$ cat src/rtl/ap_mult_share_arb.sv
// -----------------------------------------------------------------------------
// ap_mult_share_arb
//
// Round-robin front end that shares one external pipelined multiplier among
// NREQ requesters. Each requester may have at most one operation outstanding;
// a per-requester pend flag enforces that. Granted operands are registered onto
// the multiplier inputs. A tag pipeline tracks which requester owns each
// product and steers it into that requester's result slot, which then follows
// a valid/ready handshake. The product is passed through untouched.
//
// Ports
//   clk       in   clock, rising edge
//   rst_n     in   asynchronous active-low reset
//   req_vld   in   [NREQ]       request valid per requester
//   req_rdy   out  [NREQ]       request accepted (one-hot or zero, combinational)
//   req_a     in   [NREQ*W]     operand A, requester i at [i*W +: W]
//   req_b     in   [NREQ*W]     operand B, same packing
//   mul_vld   out               operands valid to multiplier (registered)
//   mul_a     out  [W]          operand A to multiplier (registered)
//   mul_b     out  [W]          operand B to multiplier (registered)
//   mul_p     in   [2W]         product, valid LAT cycles after mul_vld
//   rsp_vld   out  [NREQ]       result valid per requester
//   rsp_p     out  [NREQ*2W]    result, requester i at [i*2W +: 2W]
//   rsp_rdy   in   [NREQ]       result accepted per requester
//   busy      out               OR of all pend flags (registered)
//   grant_id  out  [clog2 NREQ] last granted requester (registered)
// -----------------------------------------------------------------------------
module ap_mult_share_arb #(
    parameter int NREQ = 4,
    parameter int W    = 12,
    parameter int LAT  = 2
) (
    input  logic                      clk,
    input  logic                      rst_n,
    input  logic [NREQ-1:0]           req_vld,
    output logic [NREQ-1:0]           req_rdy,
    input  logic [NREQ*W-1:0]         req_a,
    input  logic [NREQ*W-1:0]         req_b,
    output logic                      mul_vld,
    output logic [W-1:0]              mul_a,
    output logic [W-1:0]              mul_b,
    input  logic [2*W-1:0]            mul_p,
    output logic [NREQ-1:0]           rsp_vld,
    output logic [NREQ*2*W-1:0]       rsp_p,
    input  logic [NREQ-1:0]           rsp_rdy,
    output logic                      busy,
    output logic [$clog2(NREQ)-1:0]   grant_id
);

    localparam int IDW = $clog2(NREQ);
    // Wide enough to hold grant_id + NREQ before the wrap subtraction.
    localparam int SW  = IDW + 2;
    localparam logic [IDW-1:0] LAST_ID = IDW'(NREQ - 1);

    // ------------------------------------------------------------------
    // Per-requester state gathered into vectors
    // ------------------------------------------------------------------
    logic [NREQ-1:0] pend_q;
    logic [NREQ-1:0] pend_d;
    logic [NREQ-1:0] eligible;

    // ------------------------------------------------------------------
    // Issue stage registers
    // ------------------------------------------------------------------
    logic           mul_vld_q;
    logic [W-1:0]   mul_a_q;
    logic [W-1:0]   mul_b_q;
    logic [IDW-1:0] grant_id_q;
    logic           busy_q;

    // ------------------------------------------------------------------
    // Tag pipeline: stage 0 follows mul_vld, so the last stage lines up
    // with mul_p exactly LAT cycles after mul_vld.
    // ------------------------------------------------------------------
    logic [LAT-1:0]          tag_vld_q;
    logic [LAT-1:0][IDW-1:0] tag_id_q;
    logic                    tag_out_vld;
    logic [IDW-1:0]          tag_out_id;

    // ------------------------------------------------------------------
    // Round-robin arbitration
    // ------------------------------------------------------------------
    logic [SW-1:0]   cand;
    logic            gnt_vld;
    logic [IDW-1:0]  gnt_idx;
    logic [NREQ-1:0] gnt_onehot;
    logic            issue;

    assign eligible = req_vld & ~pend_q;

    always_comb begin
        cand       = '0;
        gnt_vld    = 1'b0;
        gnt_idx    = '0;
        gnt_onehot = '0;
        // Search starts just after the last grant and wraps, so the most
        // recently served requester has the lowest priority.
        for (int k = 1; k <= NREQ; k++) begin
            cand = SW'(grant_id_q) + SW'(k);
            if (cand >= SW'(NREQ)) begin
                cand = cand - SW'(NREQ);
            end
            if (!gnt_vld && eligible[cand[IDW-1:0]]) begin
                gnt_vld = 1'b1;
                gnt_idx = cand[IDW-1:0];
            end
        end
        if (gnt_vld) begin
            gnt_onehot[gnt_idx] = 1'b1;
        end
    end

    // The pointer and pend flags sit at their reset values while rst_n is
    // low; masking keeps req_rdy quiet during reset as well.
    assign req_rdy = rst_n ? gnt_onehot : '0;
    assign issue   = |req_rdy;

    // ------------------------------------------------------------------
    // Operand issue and arbitration pointer
    // ------------------------------------------------------------------
    always_ff @(posedge clk or negedge rst_n) begin
        if (!rst_n) begin
            mul_vld_q  <= 1'b0;
            mul_a_q    <= '0;
            mul_b_q    <= '0;
            grant_id_q <= LAST_ID;
        end else begin
            mul_vld_q <= issue;
            if (issue) begin
                mul_a_q    <= req_a[gnt_idx*W +: W];
                mul_b_q    <= req_b[gnt_idx*W +: W];
                grant_id_q <= gnt_idx;
            end
        end
    end

    // ------------------------------------------------------------------
    // Tag pipeline. grant_id_q holds the issued id whenever mul_vld_q is
    // high, so it doubles as the stage-0 tag id.
    // ------------------------------------------------------------------
    always_ff @(posedge clk or negedge rst_n) begin
        if (!rst_n) begin
            tag_vld_q <= '0;
            tag_id_q  <= '0;
        end else begin
            tag_vld_q[0] <= mul_vld_q;
            tag_id_q[0]  <= grant_id_q;
            for (int j = 1; j < LAT; j++) begin
                tag_vld_q[j] <= tag_vld_q[j-1];
                tag_id_q[j]  <= tag_id_q[j-1];
            end
        end
    end

    assign tag_out_vld = tag_vld_q[LAT-1];
    assign tag_out_id  = tag_id_q[LAT-1];

    // ------------------------------------------------------------------
    // Per-requester pend flag and result slot
    // ------------------------------------------------------------------
    for (genvar gi = 0; gi < NREQ; gi++) begin : g_slot
        logic           slot_pend_q;
        logic           slot_pend_d;
        logic           slot_vld_q;
        logic [2*W-1:0] slot_p_q;
        logic           req_hs;
        logic           rsp_hs;
        logic           cap;

        assign req_hs = req_rdy[gi];
        assign rsp_hs = slot_vld_q & rsp_rdy[gi];
        assign cap    = tag_out_vld & (tag_out_id == IDW'(gi));

        // A requester with a pending op is never granted, so req_hs and
        // rsp_hs cannot coincide; the ordering here is only for clarity.
        always_comb begin
            slot_pend_d = slot_pend_q;
            if (rsp_hs) begin
                slot_pend_d = 1'b0;
            end else if (req_hs) begin
                slot_pend_d = 1'b1;
            end
        end

        // pend guarantees the slot is empty whenever a capture targets it.
        always_ff @(posedge clk or negedge rst_n) begin
            if (!rst_n) begin
                slot_pend_q <= 1'b0;
                slot_vld_q  <= 1'b0;
                slot_p_q    <= '0;
            end else begin
                slot_pend_q <= slot_pend_d;
                if (cap) begin
                    slot_vld_q <= 1'b1;
                    slot_p_q   <= mul_p;
                end else if (rsp_hs) begin
                    slot_vld_q <= 1'b0;
                end
            end
        end

        assign pend_q[gi]               = slot_pend_q;
        assign pend_d[gi]               = slot_pend_d;
        assign rsp_vld[gi]              = slot_vld_q;
        assign rsp_p[gi*2*W +: 2*W]     = slot_p_q;
    end

    // busy follows the pend flags in the same cycle they change.
    always_ff @(posedge clk or negedge rst_n) begin
        if (!rst_n) begin
            busy_q <= 1'b0;
        end else begin
            busy_q <= |pend_d;
        end
    end

    assign mul_vld  = mul_vld_q;
    assign mul_a    = mul_a_q;
    assign mul_b    = mul_b_q;
    assign busy     = busy_q;
    assign grant_id = grant_id_q;

endmodule

$ cat config.mk
export PLATFORM = sky130hd
export DESIGN_NAME = ap_mult_share_arb
export DESIGN_NICKNAME = d
export VERILOG_FILES = /design/src/rtl/ap_mult_share_arb.sv
export SDC_FILE = /design/constraint.sdc
export NUM_CORES = 1
export LEC_CHECK = 0
export ABC_CLOCK_PERIOD_IN_PS = 5700
export CAP_MARGIN = 30
export CORE_MARGIN = 4
export CORE_UTILIZATION = 45
export DETAILED_ROUTE_END_ITERATION = 6
export PLACE_DENSITY = 0.86
export SLEW_MARGIN = 10
export SYNTH_ARGS = -nofsm -noshare
export SYNTH_HDL_FRONTEND = slang
export SYNTH_SLANG_ARGS = --single-unit
$ cat constraint.sdc
create_clock -name clk -period 5.7 [get_ports clk]
set_clock_uncertainty 0.15 [all_clocks]
set_input_delay 1.425 -clock clk [delete_from_list [all_inputs] [get_ports clk]]
set_output_delay 1.425 -clock clk [all_outputs]
set_load 0.05 [all_outputs]
==> flow_metrics.py <==
metrics = {
    "run_status": {
        "status": "complete, no violations",
    },
    "timing": {
        "min_period_over_period": 0.957,
        "rsz0062_at_grt": "false",
        "max_freq_ghz": 0.183,
        "fin_setup_tns_ns": 0,
        "hold_ws_ns": 0.197,
        "worstMarginPinSlew_ns": 0.906,
        "finalSetupViolations": 0,
        "report.final.slew_viol_count": 0,
        "maxSlewHeadroom": 0.394,
        "finalCriticalPeriod_ns": 5.45,
        "hold_viol": 0,
    },
    "route": {
        "routed_wl_um": 16900,
        "wl_met1_um": 6290,
        "top_layer": "met4",
        "met3_length_um": 1620,
        "firstDrtPassIters": 4,
        "vias_per_cell": 5.17,
        "vias": 4423,
        "route.detailed.drc": 0,
        "route.met2.wl_um": 8780,
        "ant_nets": 0,
        "drt-initial-drc-count": 280,
        "drt-wirelength-per-cell_um": 19.8,
    },
    "critical_path": {
        "ff2ff_setup_slack_ns": 2.95,
        "start_kind": "primary input",
        "crit_chain": "clkdlybuf4s50_1, and3b_1, o32ai_1, a311oi_1, nor3b_1, clkdlybuf4s50_1",
        "critPathRequiredTime_ns": 4.12,
        "cp_max_fo": 3,
        "critPathMaxStageDelay_ns": 0.89,
        "critPathKind": "in -> out",
        "cp_common_cell": "clkdlybuf4s50_1",
        "cp_slowest_cell": "clkdlybuf4s50_1",
        "cp.arrival_ns": 3.88,
        "end_kind": "output port",
    },
    "cts": {
        "cts_setup_buffers": 0,
        "clkTransAtPathRegs_ns": 0.06,
        "clk_path_buf_depth": 2,
        "cts_buffers": 17,
        "clock_latency_ns": 0.39,
        "clock-sinks": 138,
        "cts-root-buf": "clkbuf_16",
        "cts_resized": 0,
        "cts_tree": "done",
        "ctsHoldBuffers": 0,
        "htree_levels": 4,
    },
    "layout": {
        "final_area_mm2": 0.00917,
        "nFillCells": 889,
        "antenna_cells": 0,
        "synthToLayoutAreaGrowth_pct": 58.4,
        "nets": 800,
        "layout-drive-gt1-share": 0.212,
    },
    "power_and_ir_drop": {
        "power.density_mw_per_mm2": 740,
        "ir_drop_mv": 0.345,
        "p_leak_nw": 3.93,
    },
    "synthesis": {
        "syn_area_per_cell_um2": 14.3,
        "yosys_warnings": 0,
        "yosys.cell_types.count": 36,
        "synth_top_area_frac": 0.588,
        "syn_nets": 536,
        "yosys.area.top_type": "dfrtp_1",
        "synth_top_family_by_area": "multiplexers",
        "syn_inst": 406,
        "async_flop_share": 1.00,
        "synthTopCellsByCount": "dfrtp_1 (136), mux2_2 (96), mux2i_1 (48)",
        "synth-simple-area-share": 0.0452,
        "ys_dominant_reg_cell": "dfrtp_1",
        "yosysSeqAreaShare": 0.597,
        "synth_edf_count": 0,
        "synth_seq_cells": 138,
        "syn-cell-area_mm2": 0.00579,
        "post-synth-top-count-cell": "dfrtp_1",
        "synth_xor_area_frac": 0,
        "synth_fa_ha_area_frac": 0,
        "synth_area_leaders": "dfrtp_1 (59%), mux2_2 (19%), mux2i_1 (8.3%)",
        "synth_mux_area_frac": 0.270,
        "synth_compound_area_frac": 0.0618,
    },
    "grt": {
        "grt_max_degree": 80,
        "grt_usage": 0.232,
        "grt_pass1_wl_um": 26300,
        "gr-total-overflow": 0,
        "antenna_found_initial": 0,
        "first_global_vias": 4853,
    },
    "placement": {
        "placed_cell_area_mm2": 0.00857,
        "finalWeightedCongestion": 0.815,
        "port-buffer-count": 261,
        "place_hpwl_um": 12600,
    },
    "floorplan": {
        "core_mm2": 0.0126,
        "fp.dieW_um": 121,
        "io_pins": 262,
        "fp.dieH_um": 121,
        "start_util": 0.459,
        "fp.dieArea_mm2": 0.0147,
        "fp-row-count": 41,
    },
    "worst_hold_path": {
        "min_path_type": "reg -> reg",
    },
    "run": {
        "drv_cap": 0,
    },
}
## layout by cell type (no fill, tap or decap), drive strengths merged
cell type,n
clkdlybuf4s50,259
dfrtp,136
mux2,96
mux2i,48
nand2,29
o221ai,24
clkbuf,18
buf,11
inv,8
clkinv,6
nand2b,4
nor2,4
a2bb2oi,4
nor3b,4
nor2b,3
o21ai,3
clkinvlp,3
nor3,2
nand3b,2
bufinv,2
dfstp,2
and3,1
and3b,1
o32ai,1
a311o,1
o31ai,1
o2bb2ai,1
o21ba,1
a221o,1
a311oi,1
or4,1
nand3,1
a21oi,1
o21a,1
a211oi,1
a21o,1
## power breakdown
part           total [mW]  internal [mW]  switching, mW
Sequential           1.79           1.48          0.302
Combinational        3.94           1.46           2.48
Clock                1.06          0.646          0.411
Total                6.79           3.59           3.20
## worst paths after layout
check	cells past startpoint	to	from
setup reg to reg	5	mul_a[7]	grant_id[1]
hold reg to reg	0	tag_vld_q[1]	tag_vld_q[0]
hold / removal	0	tag_vld_q[1]	tag_vld_q[0]
min in group asynchronous	2	g_slot[3].slot_p_q[1]	rst_n
max in group asynchronous	4	g_slot[0].slot_p_q[6]	rst_n
setup / recovery	6	req_rdy[1]	req_vld[3]
## state kept, by name (all words and copies together), names as in the netlist
name / cells
mul_a: 12
mul_b: 12
tag_id_q: 2
g_slot.slot_vld_q: 4
tag_out_id: 2
g_slot.slot_p_q: 96
g_slot.slot_pend_q: 4
tag_vld_q: 2
busy: 1
mul_vld: 1
grant_id: 2
## cells by family (layout without fill, tap and decap cells)
logic type	Yosys count	count (layout)
multiplexers	144	144
flip-flops	138	138
AND/OR/NAND/NOR	52	52
AO/OA/AOI/OAI	42	42
buffers and inverters	30	307
## layer usage
layer,track usage,vias up
met1,0.274,2178
met5,0,-
met3,0.0830,20
met2,0.404,208
li1,-,2017
met4,0.0567,0
## final cells by class
| type | instances | area [um^2] | share of cell area |
|---|---|---|---|
| Inverter | 5 | 18.8 | 0.00205 |
| Timing Repair Buffer | 270 | 2700 | 0.294 |
| Tap cell | 172 | 215 | 0.0235 |
| Clock inverter | 14 | 146 | 0.0160 |
| Clock buffer | 18 | 429 | 0.0468 |
| Multi-Input combinational cell | 238 | 2210 | 0.241 |
| Sequential cell | 138 | 3460 | 0.377 |
## per-stage QoR
step | util | power, mW | setup WS (ns) | std cells
2_1_floorplan | - | 4.38 | 0.835 | 406
3_3_place_gp | 0.679 | 5.64 | 0.403 | 822
3_5_place_dp | 0.679 | 5.74 | 0.309 | 822
4_1_cts | 0.725 | 6.83 | 0.302 | 854
5_1_grt | 0.727 | 7.09 | 0.113 | 855
6_report | 0.727 | 6.79 | 0.246 | 855
## critical path, delay by kind of cell
family	cells	cell delay [ns]
AOI/OAI and AO/OA	2	0.55
and+or+nand+nor	2	0.56
buffers and inverters	2	1.34
No activity file was read; power rests on OpenSTA's default activity.
